`src/rtl/secuenciador_lectura_rtc.sv`:
```
// Periodic read sequencer for the RTC register bank.
// On every poll tick it walks the ten local registers (time, date, weekday, timer),
// issues one RTC bus read per register, and once the read is acknowledged it drives
// the local index together with an active-low capture strobe so the hold decoder
// latches exactly one register. Between registers it yields to the write path.
module secuenciador_lectura_rtc #(
    parameter int POLL_PERIOD = 1_000_000,
    parameter int HOLD_CYC    = 2,
    parameter int ACK_TIMEOUT = 255
) (
    input  logic       clk,
    input  logic       reset,
    input  logic       enable,
    input  logic       wr_busy,
    input  logic       bus_ack,
    output logic       bus_req,
    output logic [7:0] rtc_addr,
    output logic [3:0] addr_mem_local,
    output logic       reg_rd,
    output logic       sweep_done,
    output logic       timeout_err
);

    // Counter widths sized to hold 0..N-1, never narrower than one bit.
    localparam int PW = (POLL_PERIOD > 1) ? $clog2(POLL_PERIOD) : 1;
    localparam int WW = (ACK_TIMEOUT > 1) ? $clog2(ACK_TIMEOUT) : 1;
    localparam int HW = (HOLD_CYC > 1)    ? $clog2(HOLD_CYC)    : 1;

    localparam logic [PW-1:0] POLL_LAST = PW'(POLL_PERIOD - 1);
    localparam logic [WW-1:0] WAIT_LAST = WW'(ACK_TIMEOUT - 1);
    localparam logic [HW-1:0] HOLD_LAST = HW'(HOLD_CYC - 1);
    localparam logic [3:0]    LAST_IDX  = 4'd9;
    localparam logic [3:0]    NO_REG    = 4'hF;

    typedef enum logic [2:0] {
        ST_IDLE,
        ST_REQ,
        ST_STROBE,
        ST_NEXT,
        ST_DONE
    } state_t;

    state_t          state_q,          state_d;
    logic [3:0]      idx_q,            idx_d;
    logic [PW-1:0]   poll_cnt_q,       poll_cnt_d;
    logic [WW-1:0]   wait_cnt_q,       wait_cnt_d;
    logic [HW-1:0]   hold_cnt_q,       hold_cnt_d;
    logic            pending_q,        pending_d;
    logic            bus_req_q,        bus_req_d;
    logic [7:0]      rtc_addr_q,       rtc_addr_d;
    logic [3:0]      addr_mem_local_q, addr_mem_local_d;
    logic            reg_rd_q,         reg_rd_d;
    logic            sweep_done_q,     sweep_done_d;
    logic            timeout_err_q,    timeout_err_d;

    logic            tick;
    logic            start_sweep;

    // RTC chip address for each local register index.
    function automatic logic [7:0] addr_for(input logic [3:0] i);
        logic [7:0] a;
        case (i)
            4'd0:    a = 8'h21;
            4'd1:    a = 8'h22;
            4'd2:    a = 8'h23;
            4'd3:    a = 8'h24;
            4'd4:    a = 8'h25;
            4'd5:    a = 8'h26;
            4'd6:    a = 8'h27;
            4'd7:    a = 8'h41;
            4'd8:    a = 8'h42;
            4'd9:    a = 8'h43;
            default: a = 8'h00;
        endcase
        return a;
    endfunction

    // Poll counter: free-runs while enabled, cleared while disabled; tick on wrap.
    always_comb begin
        tick = enable && (poll_cnt_q == POLL_LAST);
        if (!enable) begin
            poll_cnt_d = '0;
        end else if (poll_cnt_q == POLL_LAST) begin
            poll_cnt_d = '0;
        end else begin
            poll_cnt_d = poll_cnt_q + 1'b1;
        end
    end

    // Sequencer next-state and next-output logic; pulses default low every cycle.
    always_comb begin
        state_d          = state_q;
        idx_d            = idx_q;
        wait_cnt_d       = wait_cnt_q;
        hold_cnt_d       = hold_cnt_q;
        pending_d        = pending_q;
        bus_req_d        = bus_req_q;
        rtc_addr_d       = rtc_addr_q;
        addr_mem_local_d = addr_mem_local_q;
        reg_rd_d         = reg_rd_q;
        sweep_done_d     = 1'b0;
        timeout_err_d    = 1'b0;
        start_sweep      = (tick || pending_q) && enable && !wr_busy;

        case (state_q)
            ST_IDLE: begin
                if (start_sweep) begin
                    state_d    = ST_REQ;
                    idx_d      = 4'd0;
                    bus_req_d  = 1'b1;
                    rtc_addr_d = addr_for(4'd0);
                    wait_cnt_d = '0;
                    pending_d  = 1'b0;
                end else if (tick && wr_busy) begin
                    pending_d = 1'b1;
                end
            end

            ST_REQ: begin
                if (bus_ack) begin
                    state_d          = ST_STROBE;
                    bus_req_d        = 1'b0;
                    reg_rd_d         = 1'b0;
                    addr_mem_local_d = idx_q;
                    hold_cnt_d       = '0;
                end else if (wait_cnt_q == WAIT_LAST) begin
                    state_d       = ST_IDLE;
                    bus_req_d     = 1'b0;
                    timeout_err_d = 1'b1;
                    idx_d         = 4'd0;
                end else begin
                    wait_cnt_d = wait_cnt_q + 1'b1;
                end
            end

            ST_STROBE: begin
                if (hold_cnt_q == HOLD_LAST) begin
                    state_d          = ST_NEXT;
                    reg_rd_d         = 1'b1;
                    addr_mem_local_d = NO_REG;
                end else begin
                    hold_cnt_d = hold_cnt_q + 1'b1;
                end
            end

            ST_NEXT: begin
                if (idx_q == LAST_IDX) begin
                    state_d      = ST_DONE;
                    sweep_done_d = 1'b1;
                end else if (!enable) begin
                    state_d = ST_IDLE;
                    idx_d   = 4'd0;
                end else if (!wr_busy) begin
                    state_d    = ST_REQ;
                    idx_d      = idx_q + 4'd1;
                    bus_req_d  = 1'b1;
                    rtc_addr_d = addr_for(idx_q + 4'd1);
                    wait_cnt_d = '0;
                end
            end

            ST_DONE: begin
                state_d = ST_IDLE;
                idx_d   = 4'd0;
            end

            default: begin
                state_d          = ST_IDLE;
                idx_d            = 4'd0;
                bus_req_d        = 1'b0;
                reg_rd_d         = 1'b1;
                addr_mem_local_d = NO_REG;
            end
        endcase
    end

    // All state and outputs registered; synchronous reset aborts any sweep silently.
    always_ff @(posedge clk) begin
        if (reset) begin
            state_q          <= ST_IDLE;
            idx_q            <= 4'd0;
            poll_cnt_q       <= '0;
            wait_cnt_q       <= '0;
            hold_cnt_q       <= '0;
            pending_q        <= 1'b0;
            bus_req_q        <= 1'b0;
            rtc_addr_q       <= 8'h00;
            addr_mem_local_q <= NO_REG;
            reg_rd_q         <= 1'b1;
            sweep_done_q     <= 1'b0;
            timeout_err_q    <= 1'b0;
        end else begin
            state_q          <= state_d;
            idx_q            <= idx_d;
            poll_cnt_q       <= poll_cnt_d;
            wait_cnt_q       <= wait_cnt_d;
            hold_cnt_q       <= hold_cnt_d;
            pending_q        <= pending_d;
            bus_req_q        <= bus_req_d;
            rtc_addr_q       <= rtc_addr_d;
            addr_mem_local_q <= addr_mem_local_d;
            reg_rd_q         <= reg_rd_d;
            sweep_done_q     <= sweep_done_d;
            timeout_err_q    <= timeout_err_d;
        end
    end

    assign bus_req        = bus_req_q;
    assign rtc_addr       = rtc_addr_q;
    assign addr_mem_local = addr_mem_local_q;
    assign reg_rd         = reg_rd_q;
    assign sweep_done     = sweep_done_q;
    assign timeout_err    = timeout_err_q;

endmodule

```
`config.mk`:
```
export PLATFORM = sky130hd
export DESIGN_NAME = secuenciador_lectura_rtc
export DESIGN_NICKNAME = d
export VERILOG_FILES = /design/src/rtl/secuenciador_lectura_rtc.sv
export SDC_FILE = /design/constraint.sdc
export NUM_CORES = 1
export LEC_CHECK = 0
export ABC_AREA = 0
export BUFFER_PORTS_ARGS = -buffer_cell sky130_fd_sc_hd__buf_4
export CORE_MARGIN = 5
export CORE_UTILIZATION = 50
export DETAILED_ROUTE_END_ITERATION = 7
export HOLD_SLACK_MARGIN = 0.05
export MAX_ROUTING_LAYER = met4
export PLACE_DENSITY_LB_ADDON = 0.05
export SLEW_MARGIN = 20
export SYNTH_ARGS = -nofsm -noshare
export SYNTH_HDL_FRONTEND = slang
export SYNTH_SLANG_ARGS = --single-unit
export TNS_END_PERCENT = 20
```
`constraint.sdc`:
```
create_clock -name clk -period 2.3 [get_ports clk]
set_input_delay 0.115 -clock clk [delete_from_list [all_inputs] [get_ports clk]]
set_output_delay 0.115 -clock clk [all_outputs]
set_load 0.05 [all_outputs]
```
==> flow_metrics.env, run 1 <==
export IMPL_power_leakage_uw=0.00105
export IMPL_synth_top_cell_by_area="dfxtp_1"
export IMPL_arrival_ns=2.33
export IMPL_met3_length_um=197
export IMPL_yosysSeqAreaShare_pct=36.6
export IMPL_multi_input_area_um2=1610
export IMPL_drtAntennaViolNets=0
export IMPL_ys_ff_latch=50
export IMPL_fin_crit_sh_pct=92.7
export IMPL_fin_crit_ns=2.13
export IMPL_p_sw_share_pct=21.3
export IMPL_drive_gt1_share_pct=13.1
export IMPL_status="finished, final reports clean"
export IMPL_antenna_found_initial=0
export IMPL_grt_pass1_wl_um=9840
export IMPL_p_int_uw=1200
export IMPL_dp_hpwl_um=4220
export IMPL_cpMaxStageDelayCell="dfxtp_1"
export IMPL_ir_drop_v=0.000319
export IMPL_synth_distinct_cells=61
export IMPL_post_place_ws_ns=0.207
export IMPL_crit_path_end_kind="flip-flop"
export IMPL_dr_total_vias=2299
export IMPL_hold_buffers=0
export IMPL_p_clk_share_pct=39.9
export IMPL_post_drt_wl_per_cell_um=14.0
export IMPL_dieHeight_um=83.9
export IMPL_avgViaCountPerCell=5.54
export IMPL_critical_path_max_fanout=8
export IMPL_grt_overflow=0
export IMPL_area_growth_pct=11.5
export IMPL_drc=0
export IMPL_syn_area_um2=2730
export IMPL_gp_congestion=0.830
export IMPL_seqPwrFrac_pct=56.8
export IMPL_synth_edf_count=0
export IMPL_drt_initial_drc_count=125
export IMPL_hold_violations=0
export IMPL_yosysMostFrequentCell="dfxtp_1"
export IMPL_synth_area_leaders="dfxtp_1, nand2_1, nor2_1"
export IMPL_cts_buffers=5
export IMPL_final_nets=355
export IMPL_max_freq_mhz=469
export IMPL_insertedDiodeCount=0
export IMPL_htree_levels=2
export IMPL_power_frac_comb_pct=3.3
export IMPL_ios=21
export IMPL_wl_met2_um=2860
export IMPL_netlist_top_cells_count="dfxtp_1, nand2_1, nor2_1"
export IMPL_cts_resized=0
export IMPL_track_usage_pct=17.4
export IMPL_power_switching_uw=326
export IMPL_synthFlopType="dfxtp_1"
export IMPL_rsz0062_at_grt="false"
export IMPL_top_layer="met4"
export IMPL_finalClockSkew_ns=0.00544
export IMPL_cp_start_kind="flip-flop"
export IMPL_final_setup_viol_count=0
export IMPL_p_per_area_nw_per_um2=502
export IMPL_synthArstFlopShare_pct=0
export IMPL_cts_sinks=50
export IMPL_wl_um=5830
export IMPL_seq_area_um2=1000
export IMPL_synthCells=325
export IMPL_drv_slew=0
export IMPL_port_buffers=17
export IMPL_holdCritPathClass="in2reg"
export IMPL_clock_latency_ns=0.30
export IMPL_initial_core_util_pct=50.6
export IMPL_postCtsSetupRepairBufs=0
export IMPL_post_route_util_pct=56.4
export IMPL_fin_setup_tns_ns=0
export IMPL_die_area_um2=7050
export IMPL_worstSetupPathType="reg2reg"
export IMPL_syn_avg_cell_area_um2=8.41
export IMPL_num_rows=27
export IMPL_netlist_area_leader_share_pct=36.6
export IMPL_r2r_slack_ns=0.17
export IMPL_grt_max_degree=28
export IMPL_ys_warn_count=0
export IMPL_cts_root_buf="clkbuf_8"
export IMPL_dr_pass1_iters=4
export IMPL_cp_cell_sequence="inv_1, ha_1, and3b_1, o21ai_0, and3_1, a21boi_4, mux2_4"
export IMPL_fin_ws_ns=0.167
export IMPL_maxCapViolCount=0
export IMPL_die_x_um=83.9
export IMPL_fillers=522
export IMPL_core_area_um2=5410
export IMPL_grt_pass1_vias=2129
export IMPL_critPathMaxStageDelay_ns=0.49
export IMPL_clockBufferDepth=2
export IMPL_cts_tree="yes"
export IMPL_m1WireLength_um=2700
export IMPL_clk_pin_slew_ns=0.09
export IMPL_cp_required_ns=2.50
-- power groups by stage --
stage	Sequential [uW]	Clock (uW)	Combinational [uW]
floorplan	889	0	37.2
global placement	889	0	51.0
detailed placement	889	0	50.5
CTS	868	631	50.8
global route	869	656	54.5
finish	868	610	50.6
-- flip-flops by register name, summed over array words and instances (netlist names), 3 cells and up --
register and flops:
poll_cnt_q 20, wait_cnt_q 8, rtc_addr 5, addr_mem_local 4, idx_q 4, state_q 3
-- cells in the final DEF, fill, tap and decap left out, types with 3 or more instances in the layout --
master,n
o21ai_0,12
ha_1,8
and3_1,6
nand4_1,10
nor3_1,15
nand3_1,14
xor2_1,8
buf_4,24
dfxtp_1,50
clkbuf_8,5
o22ai_1,3
a21oi_1,8
nand2_1,33
and4_1,3
nand2b_1,6
conb_1,3
a311oi_1,5
xnor2_1,14
nand3b_1,3
mux2i_1,9
nor2_1,33
nor2b_1,5
a211oi_1,3
a31oi_1,3
inv_1,13
nor4_1,5
-- layout make-up --
cell class	instances	area share [%]
clock buffer	6	2.38
clock inverter	2	1.23
inverter	15	1.85
multi-input combinational	246	52.8
sequential	50	32.8
tap	72	2.96
timing repair buffer	24	5.91
-- logic make-up after synthesis --
kind of cell	count (synthesis)	share of synthesized area, %
AND/OR/NAND/NOR	149	28.8
AO/OA/AOI/OAI	53	14.7
flip-flops	50	36.6
buffers and inverters	31	4.76
XOR/XNOR	22	7.05
multiplexers	11	4.26
adder cells (fa/ha/maj)	8	3.66
other	1	0.137
-- layer usage --
layer,global-route usage [%],vias to the layer above
li1,-,1186
met1,19.8,1079
met2,31.1,27
met3,3.26,7
met4,4.82,0
met5,-,-
-- worst max-delay path, delay by kind of cell (launching register included) --
kind,cells,cell delay [ns]
buf+inv,1,0.14
mux,1,0.32
flops,1,0.49
fa+ha+maj,1,0.21
simple gates,2,0.42
compound gates,2,0.45
-- metrics by stage --
stage,hold slack (ns),cells,instance area (um^2),total power [uW]
2_1_floorplan,0.269,327,2740,926
3_3_place_gp,0.425,407,2940,940
3_5_place_dp,0.437,407,2940,939
6_report,0.118,415,3050,1530
4_1_cts,0.112,415,3050,1550
5_1_grt,0.133,415,3050,1580
-- final timing paths --
path               startpoint          end  depth (start not counted)
setup / recovery     idx_q[1]     idx_q[3]                          7
hold / removal        wr_busy   state_q[1]                          3
setup reg to reg     idx_q[1]     idx_q[3]                          7
hold reg to reg   rtc_addr[6]  rtc_addr[6]                          2
No activity file was read; power rests on OpenSTA's default activity.
==> run 2: changes to the inputs <==
--- a/config.mk
+++ b/config.mk
@@ -9,6 +9,7 @@
 export BUFFER_PORTS_ARGS = -buffer_cell sky130_fd_sc_hd__buf_4
 export CORE_MARGIN = 5
 export CORE_UTILIZATION = 50
+export CTS_BUF_LIST = sky130_fd_sc_hd__clkbuf_4 sky130_fd_sc_hd__clkbuf_8
 export DETAILED_ROUTE_END_ITERATION = 7
 export HOLD_SLACK_MARGIN = 0.05
 export MAX_ROUTING_LAYER = met4
==> run 2 against run 1 <==
  * Sequential share of layout area about the same
  * Utilization up 0.069 points
  * Final area up 0.12%
  * Clock power up 2%
  * Highest routed layer unchanged
==> flow_metrics.env, run 2 (synthesized netlist as in run 1, its figures left out) <==
export IMPL_clockBufferDepth=2
export IMPL_fin_ws_ns=0.167
export IMPL_post_drt_wl_per_cell_um=14.0
export IMPL_final_cells=415
export IMPL_grt_overflow=0
export IMPL_drive_gt1_share_pct=13.4
export IMPL_maxCapViolCount=0
export IMPL_track_usage_pct=17.4
export IMPL_dr_pass1_iters=4
export IMPL_num_rows=27
export IMPL_clk_pin_slew_ns=0.09
export IMPL_finalClockSkew_ns=0.00544
export IMPL_reg2reg_from="idx_q[1]"
export IMPL_grt_pass1_wl_um=9840
export IMPL_cts_resized=0
export IMPL_core_area_um2=5410
export IMPL_min_path_cells=3
export IMPL_min_from="wr_busy"
export IMPL_cts_buffers=5
export IMPL_final_common_cell="dfxtp_1"
export IMPL_final_nets=355
export IMPL_grt_max_degree=28
export IMPL_cp_start_kind="flip-flop"
export IMPL_ios=21
export IMPL_clock_latency_ns=0.30
export IMPL_port_buffers=17
export IMPL_cts_root_buf="clkbuf_8"
export IMPL_hold_violations=0
export IMPL_dieHeight_um=83.9
export IMPL_rsz0062_at_grt="false"
export IMPL_wl_um=5830
export IMPL_cp_required_ns=2.50
export IMPL_gp_congestion=0.830
export IMPL_status="finished, final reports clean"
export IMPL_final_setup_viol_count=0
export IMPL_ir_drop_v=0.000319
export IMPL_hold_buffers=0
export IMPL_cts_sinks=50
export IMPL_hold_ws_ns=0.118
export IMPL_insertedDiodeCount=0
export IMPL_area_growth_pct=11.6
export IMPL_fillers=521
export IMPL_final_cell_mix="dfxtp_1, nand2_1, nor2_1"
export IMPL_drc=0
export IMPL_avgViaCountPerCell=5.54
export IMPL_antenna_found_initial=0
export IMPL_crit_path_end_kind="flip-flop"
export IMPL_cts_tree="yes"
export IMPL_fin_crit_ns=2.13
export IMPL_holdCritPathClass="in2reg"
export IMPL_largest_register_ffs=20
export IMPL_htree_levels=2
export IMPL_drv_slew=0
export IMPL_max_freq_mhz=469
export IMPL_fin_area_um2=3050
export IMPL_power_leakage_uw=0.00105
export IMPL_largest_register="poll_cnt_q"
export IMPL_ff2ff_path_depth=7
export IMPL_critical_path_max_fanout=8
export IMPL_postCtsSetupRepairBufs=0
export IMPL_seq_area_um2=1000
export IMPL_rr_endpoint="idx_q[3]"
export IMPL_post_place_ws_ns=0.207
export IMPL_die_area_um2=7050
export IMPL_r2r_slack_ns=0.17
export IMPL_multi_input_area_um2=1610
export IMPL_fin_setup_tns_ns=0
export IMPL_drt_initial_drc_count=125
export IMPL_dp_cells=407
export IMPL_worstSetupPathType="reg2reg"
export IMPL_initial_core_util_pct=50.6
export IMPL_dpl_instance_area_um2=2940
export IMPL_grt_pass1_vias=2129
export IMPL_dp_hpwl_um=4220
export IMPL_p_per_area_nw_per_um2=505
export IMPL_drtAntennaViolNets=0
export IMPL_fin_crit_sh_pct=92.7
export IMPL_die_x_um=83.9
export IMPL_arrival_ns=2.33
export IMPL_hold_path_endpoint="state_q[1]"
export IMPL_dr_total_vias=2299
-- run 2: routing by layer --
layer	GRT usage (%)	wire, um	up-vias	part of all wire, %
li1	-	-	1186	-
met1	19.8	2700	1079	46
met2	31.1	2870	27	49
met3	3.26	197	7	3.4
met4	4.82	70	0	1.2
met5	-	0	-	0
-- run 2: critical path: stages (launching register included) --
cell      delay (ns)
dfxtp_1         0.49
inv_1           0.14
ha_1            0.21
and3b_1         0.19
o21ai_0         0.21
and3_1          0.23
a21boi_4        0.24
mux2_4          0.32
-- run 2: worst max-delay path by stage --
stage                             start  cells past startpoint  endpoint  slack, ns
final                          idx_q[1]                      7  idx_q[3]       0.17
after global routing           idx_q[1]                      7  idx_q[3]      0.006
after CTS                      idx_q[1]                      7  idx_q[3]       0.18
after detailed placement       idx_q[1]                      7  idx_q[3]       0.21
after global placement         idx_q[1]                      7  idx_q[3]       0.28
after floorplan           poll_cnt_q[0]                      5  idx_q[3]       0.36
-- run 2: cell type report --
class                   instances  share of cell area, %
well taps                      72                   2.95
multi-input cells             246                   52.8
flip-flops and latches         50                   32.8
clock buffers                   6                   2.50
inverters                      15                   1.85
clock inverters                 2                   1.23
repair buffers                 24                   5.90
-- run 2: power breakdown --
part	internal, uW	switching [uW]
logic	12.2	38.3
clock network	336	286
registers	866	1.85
-- run 2: per-stage QoR --
stage,total power (uW),util (%)
after floorplan,926,-
after global placement,940,54.4
after detailed placement,939,54.4
after CTS,1560,56.5
after global routing,1590,56.5
final,1540,56.5
